**src/rtl/game_sequencer.sv**
```systemverilog
// game_sequencer: frame-paced square-pong controller with per-frame ADC speed sampling.
// Define GAME_SEQ_ADC_TIMEOUT_EN to bound the ADC wait with a cycle timeout.
module game_sequencer #(
  parameter int SQUARE_DIM   = 50,
  parameter int HOME_X       = 285,
  parameter int HOME_Y       = 215,
  parameter int LEFT_GOAL    = 160,
  parameter int RIGHT_GOAL   = 430,
  parameter int WIN_SCORE    = 5,
  parameter int SPEED_SHIFT  = 5,
  parameter int SERVE_FRAMES = 60,
  parameter int ADC_TIMEOUT  = 1023
) (
  input  logic       clk,
  input  logic       reset,
  input  logic       screenEnd,
  input  logic       startGame,
  input  logic       player,
  input  logic [7:0] moveSpeed,
  input  logic       eoc,
  output logic       adc_start,
  output logic [9:0] squareX,
  output logic [8:0] squareY,
  output logic [7:0] leftsc,
  output logic [7:0] rightsc,
  output logic       showTitle,
  output logic       winnerLeft,
  output logic       winnerRight,
  output logic [2:0] state,
  output logic       adc_timeout
);

  typedef enum logic [2:0] {
    S_TITLE = 3'd0,
    S_SERVE = 3'd1,
    S_PLAY  = 3'd2,
    S_POINT = 3'd3,
    S_WIN   = 3'd4
  } st_t;

  localparam int CW = $clog2(SERVE_FRAMES + 1);
  localparam logic [CW-1:0] SERVE_LAST = CW'(SERVE_FRAMES - 1);
  localparam logic [9:0]  HX     = 10'(HOME_X);
  localparam logic [8:0]  HY     = 9'(HOME_Y);
  localparam logic [10:0] L_GOAL = 11'(LEFT_GOAL);
  localparam logic [10:0] R_GOAL = 11'(RIGHT_GOAL);
  localparam logic [7:0]  WIN    = 8'(WIN_SCORE);
  // the square must never leave the 10-bit coordinate space
  localparam logic [10:0] X_LIM  = 11'(1024 - SQUARE_DIM);

  st_t           r_state, w_state_nxt;
  logic [9:0]    r_x, w_x_nxt;
  logic [7:0]    r_left, r_right;
  logic [7:0]    w_left_nxt, w_right_nxt;
  logic [7:0]    w_left_inc, w_right_inc;
  logic [CW-1:0] r_cnt, w_cnt_nxt;
  logic [7:0]    r_speed;
  logic          r_wait, r_adc_start;
  logic          r_title, r_wl, r_wr;
  logic          w_title_nxt, w_wl_nxt, w_wr_nxt;
  logic [10:0]   w_step, w_next;
  logic          w_off_left, w_off_right;
  logic          w_active, w_to_hit;

  assign w_step = 11'(r_speed >> SPEED_SHIFT);
  assign w_next = player ? {1'b0, r_x} - w_step
                         : {1'b0, r_x} + w_step;
  assign w_off_left  = (player & w_next[10])
                     | (w_next < L_GOAL);
  assign w_off_right = (w_next > R_GOAL)
                     | (w_next > X_LIM);

  assign w_left_inc  = (r_left == 8'hFF) ? r_left
                                         : r_left + 8'd1;
  assign w_right_inc = (r_right == 8'hFF) ? r_right
                                          : r_right + 8'd1;

  always_ff @(posedge clk or negedge reset) begin
    if (!reset) begin
      r_state <= S_TITLE;
      r_x     <= HX;
      r_left  <= '0;
      r_right <= '0;
      r_cnt   <= '0;
      r_title <= 1'b1;
      r_wl    <= 1'b0;
      r_wr    <= 1'b0;
    end else begin
      r_state <= w_state_nxt;
      r_x     <= w_x_nxt;
      r_left  <= w_left_nxt;
      r_right <= w_right_nxt;
      r_cnt   <= w_cnt_nxt;
      r_title <= w_title_nxt;
      r_wl    <= w_wl_nxt;
      r_wr    <= w_wr_nxt;
    end
  end

  always_comb begin
    w_state_nxt = r_state;
    w_x_nxt     = r_x;
    w_left_nxt  = r_left;
    w_right_nxt = r_right;
    w_cnt_nxt   = r_cnt;
    if (screenEnd) begin
      unique case (r_state)
        S_TITLE: begin
          if (startGame) begin
            w_left_nxt  = '0;
            w_right_nxt = '0;
            w_cnt_nxt   = '0;
            w_x_nxt     = HX;
            w_state_nxt = S_SERVE;
          end
        end
        S_SERVE: begin
          if (!startGame)
            w_state_nxt = S_TITLE;
          else if (r_cnt == SERVE_LAST)
            w_state_nxt = S_PLAY;
          else
            w_cnt_nxt = r_cnt + 1'b1;
        end
        S_PLAY: begin
          if (!startGame) begin
            w_state_nxt = S_TITLE;
          end else if (w_off_left) begin
            w_right_nxt = w_right_inc;
            w_x_nxt     = HX;
            w_state_nxt = S_POINT;
          end else if (w_off_right) begin
            w_left_nxt  = w_left_inc;
            w_x_nxt     = HX;
            w_state_nxt = S_POINT;
          end else begin
            w_x_nxt = w_next[9:0];
          end
        end
        S_POINT: begin
          if (!startGame) begin
            w_state_nxt = S_TITLE;
          end else if (r_left == WIN || r_right == WIN) begin
            w_state_nxt = S_WIN;
          end else begin
            w_cnt_nxt   = '0;
            w_state_nxt = S_SERVE;
          end
        end
        S_WIN: begin
          if (!startGame)
            w_state_nxt = S_TITLE;
        end
        default: w_state_nxt = S_TITLE;
      endcase
    end
  end

  always_comb begin
    w_title_nxt = (w_state_nxt == S_TITLE);
    w_wl_nxt    = (w_state_nxt == S_WIN)
                & (w_left_nxt == WIN);
    w_wr_nxt    = (w_state_nxt == S_WIN)
                & (w_right_nxt == WIN);
  end

  assign w_active = (r_state == S_SERVE)
                  | (r_state == S_PLAY);

  always_ff @(posedge clk or negedge reset) begin
    if (!reset) begin
      r_wait      <= 1'b0;
      r_adc_start <= 1'b0;
      r_speed     <= '0;
    end else begin
      r_adc_start <= 1'b0;
      if (r_wait) begin
        if (!w_active) begin
          r_wait <= 1'b0;
        end else if (eoc) begin
          r_speed <= moveSpeed;
          r_wait  <= 1'b0;
        end else if (w_to_hit) begin
          r_wait <= 1'b0;
        end
      end else if (screenEnd && w_active) begin
        r_adc_start <= 1'b1;
        r_wait      <= 1'b1;
      end
    end
  end

`ifdef GAME_SEQ_ADC_TIMEOUT_EN
  localparam int TW = $clog2(ADC_TIMEOUT + 1);
  localparam logic [TW-1:0] TO_LAST = TW'(ADC_TIMEOUT - 1);

  logic [TW-1:0] r_to_cnt;
  logic          r_to_flag;

  assign w_to_hit = r_wait & w_active & ~eoc
                  & (r_to_cnt == TO_LAST);

  always_ff @(posedge clk or negedge reset) begin
    if (!reset) begin
      r_to_cnt  <= '0;
      r_to_flag <= 1'b0;
    end else begin
      if (!r_wait || w_to_hit)
        r_to_cnt <= '0;
      else
        r_to_cnt <= r_to_cnt + 1'b1;
      if (w_to_hit)
        r_to_flag <= 1'b1;
    end
  end

  assign adc_timeout = r_to_flag;
`else
  assign w_to_hit = 1'b0;
  // no timeout hardware; constant 0 for any legal ADC_TIMEOUT
  assign adc_timeout = (ADC_TIMEOUT < 0);
`endif

  assign adc_start   = r_adc_start;
  assign squareX     = r_x;
  assign squareY     = HY;
  assign leftsc      = r_left;
  assign rightsc     = r_right;
  assign showTitle   = r_title;
  assign winnerLeft  = r_wl;
  assign winnerRight = r_wr;
  assign state       = r_state;

endmodule

```
**config.mk**
```make
export PLATFORM = sky130hd
export DESIGN_NAME = game_sequencer
export DESIGN_NICKNAME = d
export VERILOG_FILES = /design/src/rtl/game_sequencer.sv
export SDC_FILE = /design/constraint.sdc
export NUM_CORES = 1
export LEC_CHECK = 0
export CAP_MARGIN = 20
export CORE_MARGIN = 3
export CORE_UTILIZATION = 64
export DETAILED_ROUTE_END_ITERATION = 16
export DONT_BUFFER_PORTS = 1
export GPL_ROUTABILITY_DRIVEN = 0
export PLACE_DENSITY = 0.8
export SLEW_MARGIN = 20
export SYNTH_ARGS = -nofsm -noshare
export SYNTH_HDL_FRONTEND = slang
export SYNTH_SLANG_ARGS = --single-unit
```
**constraint.sdc**
```tcl
create_clock -name clk -period 4.26 [get_ports clk]
set_clock_uncertainty 0.1 [all_clocks]
set_input_delay 0.852 -clock clk [delete_from_list [all_inputs] [get_ports clk]]
set_output_delay 0.852 -clock clk [all_outputs]
set_load 0.02 [all_outputs]
```
* After elaboration in Yosys (flattened, before gate mapping)
Index checks and enable logic that the tools add are counted.
** Cells by class
- Magnitude comparators :: 3
- Bitwise gates (word level) :: 6
- Muxes and demuxes :: 41
- Eq/ne operators :: 18
- $add $sub $neg :: 5
- Reductions and logical operators :: 9
** Operators with widths (count)
- 8-bit 2-to-1 mux :: 11
- 10-bit 2-to-1 mux :: 4
- 8-bit by 3-bit equality test with 1-bit output (second input constant) :: 4
- 8-bit one-hot mux with 2 select lines :: 2
- 3-bit 2-to-1 mux :: 10
- 6-bit 2-to-1 mux :: 5
- 10-bit one-hot mux with 2 select lines :: 1
- 6-bit one-hot mux with 3 select lines :: 1
- 8-bit by 1-bit adder with 8-bit output (second input constant) :: 2
- 8-bit equality test (second input constant) :: 2
- 3-bit one-hot mux with 5 select lines :: 1
- 2-bit inequality test (second input constant) :: 6
- 10-bit by 3-bit adder with 11-bit output :: 1
- 11-bit by 10-bit greater-than comparator with 1-bit output (second input constant) :: 1
- 11-bit by 9-bit greater-than comparator with 1-bit output (second input constant) :: 1
- 11-bit by 8-bit < comparator with 1-bit output (second input constant) :: 1
- 11-bit 2-to-1 mux :: 1
- 10-bit by 3-bit subtractor with 11-bit output :: 1
- 7-bit AND reduction :: 1
- 6-bit by 1-bit adder with 6-bit output (second input constant) :: 1
- 3-bit by 2-bit equality test with 1-bit output (second input constant) :: 2
- 3-bit equality test (second input constant) :: 2
- 6-bit equality test (second input constant) :: 1
- 3-bit zero test :: 2
- 10 further kinds :: 18
** Storage, ports and cells
- Word-level logic and storage cells :: 93
- Input port bits :: 14
- Flip-flop bits (word level) :: 48

* Depth between registers and ports, before layout
- Word-level depth :: 11
- Mapped depth :: 16
- Depth with buffers taken out :: 15

* Worst setup path before layout
Ideal clock, no wire load.
- Path kind :: input to register
- From :: input port player
- To :: register r_wl (netlist: winnerLeft)
- Cell stages on the path :: 12
- Library setup time :: 0.095 ns
- Data arrival time :: 3.727 ns
- Setup slack :: 0.338 ns
- Buffers on the path :: 0
- Required time :: 4.065 ns
- Cell sequence :: mux2_2 -> fa_1 -> nand3b_1 -> nand2_1 -> xor2_1 -> o311ai_1 -> a211oi_1 -> a2bb2oi_2 -> nand3_1 -> or3b_1 -> a211o_1 -> nor4b_2
** Between the ends
- Longest elaborated chain between the ends :: 10
- Elaborated cells on any way between the ends :: 20
- Classes of those cells :: order compare: 3; eq/ne: 2; mux: 11; bitwise: 4
** Ends and longest elaborated chain
- start, declared :: line 18 : input logic player,
- 11-bit 2-to-1 mux :: line 66 : assign w_next = player ? {1'b0, r_x} - w_step
- 11-bit by 9-bit greater-than comparator with 1-bit output / 11-bit by 10-bit greater-than comparator with 1-bit output (equally long branches) :: line 70, 71
- 1-bit OR :: line 71 : | (w_next > X_LIM);
- 8-bit 2-to-1 mux / 3-bit 2-to-1 mux (equally long branches) :: line 132 : end else if (w_off_right) begin
- 8-bit 2-to-1 mux / 3-bit 2-to-1 mux (equally long branches) :: line 128 : end else if (w_off_left) begin
- 8-bit 2-to-1 mux / 3-bit 2-to-1 mux (equally long branches) :: line 126 : if (!startGame) begin
- 8-bit one-hot mux with 2 select lines / 3-bit one-hot mux with 5 select lines (equally long branches) :: line 107 : unique case (r_state)
- 8-bit 2-to-1 mux / 3-bit 2-to-1 mux (equally long branches) :: line 106 : if (screenEnd) begin
- 8-bit by 3-bit equality test with 1-bit output / 3-bit equality test (equally long branches) :: line 162, 161
- 1-bit AND * :: line 162 : & (w_left_nxt == WIN);
- net w_wl_nxt :: line 60 : logic w_title_nxt, w_wl_nxt, w_wr_nxt;
- end signal, assigned :: line 95 : r_wl <= w_wl_nxt;
- end, declared :: line 59 : logic r_title, r_wl, r_wr;
The timed path passes the listed nets; every way through them passes the cells marked *.
A chain may end at the register's enable or synchronous reset.

* Worst setup path after layout
- From :: register r_speed[5]
- To :: register r_wr (netlist: winnerRight)
** Between the ends
- Elaborated cells on any way between the ends :: 21
- Classes of those cells :: add/sub: 2; order compare: 3; eq/ne: 2; mux: 10; bitwise: 4
** RTL lines
- start, declared :: line 57 : logic [7:0] r_speed;
- start signal, assigned :: line 181 : r_speed <= moveSpeed;
- 10-bit by 3-bit adder with 11-bit output / 10-bit by 3-bit subtractor with 11-bit output (equally long branches) :: line 67, 66
- 11-bit 2-to-1 mux * :: line 66
- 11-bit by 8-bit < comparator with 1-bit output / 1-bit AND (equally long branches) :: line 69, 68
- 1-bit OR * :: line 69 : | (w_next < L_GOAL);
- 8-bit 2-to-1 mux * :: line 128
- 8-bit 2-to-1 mux * :: line 126
- 8-bit one-hot mux with 2 select lines * :: line 107
- 8-bit 2-to-1 mux * :: line 106
- net w_right_nxt[5] :: line 54 : logic [7:0] w_left_nxt, w_right_nxt;
- 8-bit by 3-bit equality test with 1-bit output * :: line 164 : & (w_right_nxt == WIN);
- 1-bit AND * :: line 164
- net w_wr_nxt :: line 60
- end signal, assigned :: line 96 : r_wr <= w_wr_nxt;
- end, declared :: line 59
Marks and branches as above.

==> parameters.txt <==
Parameter                              Value

Run status
  Result of the run    finished clean

STA
  Final Max Slew Viols    0
  Setup TNS    0 ns
  RSZ-0062 raised after global routing    false
  Max-slew headroom at the worst pin    approximately 50%
  Clock period minus final worst setup slack    approximately 4.0 ns
  Final-report hold violation count    0
  Highest attainable clock frequency    between 200 and 250 MHz
  Fin crit share    94.91%
  Final number of setup-violating endpoints    0
  Actual transition at the worst max-transition pin    between 0.7 and 0.8 ns

Setup path
  Longest individual stage delay on the worst path    0.52 ns
  Highest net fanout along the worst path    7
  Worst reg2reg endpoint    winnerRight$_DFF_PN0_
  Setup crit end kind    register
  Cell with the biggest individual delay on the critical path    or4_1
  Arrival time at the worst endpoint    4.14 ns
  Worst r2r src    r_speed[5]$_DFFE_PN0P_
  Cell type with the highest occurrence count on the critical path    ha_1
  Cells along the critical path    inv_1 -> ha_1 -> ha_1 -> or2_2 -> ha_1 -> a21oi_2 -> o21bai_1 -> a21o_1 -> or3_4 -> a21oi_4 -> a31oi_4 -> o211ai_2 -> nand3_2 -> or4_1 -> nor4bb_1
  Register-to-register setup slack    0.22 ns
  Required time at the worst-slack endpoint    roughly 4.4 ns
  Critical Path Start Type    register
  Logic depth of the worst register-to-register path    15
  Crit path kind    reg -> reg
  Worst Setup SP    r_speed[5]$_DFFE_PN0P_

Synth
  Adder and majority gate portion of the synthesized area    roughly 8.1%
  Cell count after synthesis    342
  Dominant combinational cell family by area after synthesis    simple AND/OR/NAND/NOR gates
  Compound-gate portion of the synthesized area    about a fifth
  Mux share of post-synthesis cell area    under 10%
  Dominant register cell in the synthesized netlist    dfrtp_1
  Mapped cell area    roughly 3000 um^2
  Avg Cell Area, Syn    8.806 um^2
  Share of synthesized flip-flops with an asynchronous set or reset    between 90% and 100%
  Count of flip-flops with a built-in enable after synthesis    0
  Dominant cell by count in the synthesized netlist    nand2_1
  Sequential area share after synthesis    a little over a third
  Cell accounting for the most synthesized area    dfrtp_1
  Simple-gate portion of the synthesized area    ~26%
  Flip-flop and latch count after synthesis    43
  Leading post-synthesis cells by instance count    41 x nand2_1, 37 x dfrtp_1, 25 x o21ai_0
  Top post-synthesis cells by area    dfrtp_1 31%, ha_1 7.5%, dfstp_2 5.2%
  Number of synthesis warnings    0
  Number of distinct library cells after synthesis    66
  Area fraction of the dominant cell type after synthesis    30.74%
  Xor/xnor cell area share of the yosys netlist    approximately 2.0%

Global routing
  Via count of the first global-routing pass    2508
  GR Overflow Total    0
  Pin count of the biggest net entering global routing    44
  First-pass GRT wire length    around 11 mm
  Combined global-route utilization of all metal layers    26.27%
  Number of antenna violations at the first check in global routing    0

Finish
  Antenna diodes    0
  Layout filler cell count    366
  Area added between synthesis and finish    4.362%
  Share of final-layout standard cells stronger than drive strength 1    10.34%
  Net total in the final layout    380
  Final core utilization    70.72%

Clocking
  CTS H-Tree Depth    2
  Clock Sinks    43
  Clock transition time at the flip-flop clock pins of the worst setup and hold paths    approximately 0.09 ns
  Later-pin clock latency in the skew report    around 0.30 ns
  TritonCTS buffer count    5
  Post-CTS Setup Repair Bufs    0
  Clock tree from TritonCTS    yes
  Buffer type at the clock tree root    clkbuf_8
  Max clock buf depth    2

Floorplanning
  Top Ports    57
  Core box area    4444 um^2
  Std-Cell Rows    24
  Starting Density    between 60% and 70%
  Width of the chip    74.60 um
  Die boundary height    74.60 um
  Total Die Area    5564 um^2

Power
  Power per cell area    455.4 nW/um^2
  Lkg Pwr    about 1.4 nW
  Worst supply voltage drop on vdd    around 0.30 mV

Drt
  Vias post-DR    2617
  Post-detailed-route via-to-cell ratio    6.543
  DRC violation count after routing    0
  Count of routing violations after the opening detailed-route iteration    around 250
  Routed wirelength normalized by instance count    ~17 um
  Count of TritonRoute iterations in the first routing pass    4
  Number of antenna-violating nets in the routed design    0
  Total Routed Length    a little under 7 mm

Placement
  Number of port buffers    0
  Detailed Place HPWL    ~5.1 mm

Job
  Max-capacitance violation count    0

Worst hold path
  Hold/Removal Path Class    in -> async
## layout make-up
class | instances | area (um^2) | share of cell area (%)
clock buffer | 7 | 76.32 | 2.428
clock inverter | 1 | 5.005 | 0.1592
inverter | 16 | 60.06 | 1.911
multi-input combinational | 275 | 1808 | 57.52
sequential | 43 | 1084 | 34.47
tap | 52 | 65.06 | 2.070
timing repair buffer | 6 | 45.04 | 1.433
## power by group
part / leakage [nW] / switching (mW) / internal (mW) / total [mW]
logic: 0.789 / 0.409 / 0.305 / 0.714
clock network: 0.0422 / 0.137 / 0.115 / 0.253
registers: 0.570 / 0.0284 / 0.437 / 0.465
## worst max-delay path by stage
stage / endpoint / slack, ns / depth (start not counted)
4_1_cts: winnerRight$_DFF_PN0_ / 0.14 / 15
3_5_place_dp: winnerRight$_DFF_PN0_ / 0.05 / 12
2_1_floorplan: winnerLeft$_DFF_PN0_ / 0.34 / 12
5_1_grt: winnerRight$_DFF_PN0_ / 0.005 / 15
6_report: winnerRight$_DFF_PN0_ / 0.22 / 15
3_3_place_gp: winnerLeft$_DFF_PN0_ / 0.09 / 12
## worst max-delay path: cells and delay by family, from the launching register on
family | cells | cell delay (ns)
buffers and inverters | 1 | 0.07
DFF | 1 | 0.35
adders and majority gates | 3 | 0.75
AOI/OAI and AO/OA | 6 | 1.03
and+or+nand+nor | 5 | 1.65
## through the flow
stage	std cells	setup slack (ns)	instance area [um^2]	power, mW	hold slack (ns)
finish	400	0.2170	3143	1.431	0.1383
global route	400	0.005094	3143	1.530	0.1254
CTS	400	0.1422	3134	1.419	0.1363
detailed placement	392	0.05038	3053	1.164	0.3681
global placement	392	0.08797	3053	1.142	0.3538
floorplan	350	0.3376	3042	1.007	0.3294
## sequential cells by signal, summed over array words and instances, names as in the netlist
register     flops
r_wait           1
adc_start        1
state            3
rightsc          8
leftsc           8
r_cnt            6
winnerRight      1
r_speed          3
showTitle        1
squareX         10
winnerLeft       1
## cell families (layout without fill, tap and decap cells)
kind of cell | Yosys count | count (layout)
AO/OA/AOI/OAI | 91 | 91
XOR/XNOR | 7 | 7
adder cells (fa/ha/maj) | 19 | 19
buffers and inverters | 32 | 30
flip-flops | 43 | 43
multiplexers | 4 | 4
other | 2 | 10
AND/OR/NAND/NOR | 144 | 144
## routing by layer
metal	track usage (%)	vias up	routed length [um]
li1	-	1262	-
met1	35.67	1264	3107
met2	40.78	85	3312
met3	6.486	6	396
met4	9.684	0	61
met5	0	-	0
## cell usage in the layout, fill, tap and decap left out, drive strengths merged, types with 12 or more instances in the layout
cell and instances:
a31oi 12, inv 16, ha 18, dfrtp 37, nor2 19, nand3 15, o21ai 30, nor3 12
nand2 41
## repair_timing
| action | in CTS | in global routing |
|---|---|---|
| hold buffers | 0 | 0 |
| gates resized for setup | 0 | 2 |
| hold endpoints to repair | 0 | 0 |
| setup endpoints to repair | 0 | 2 |
Power figures use the tool's default switching activity.
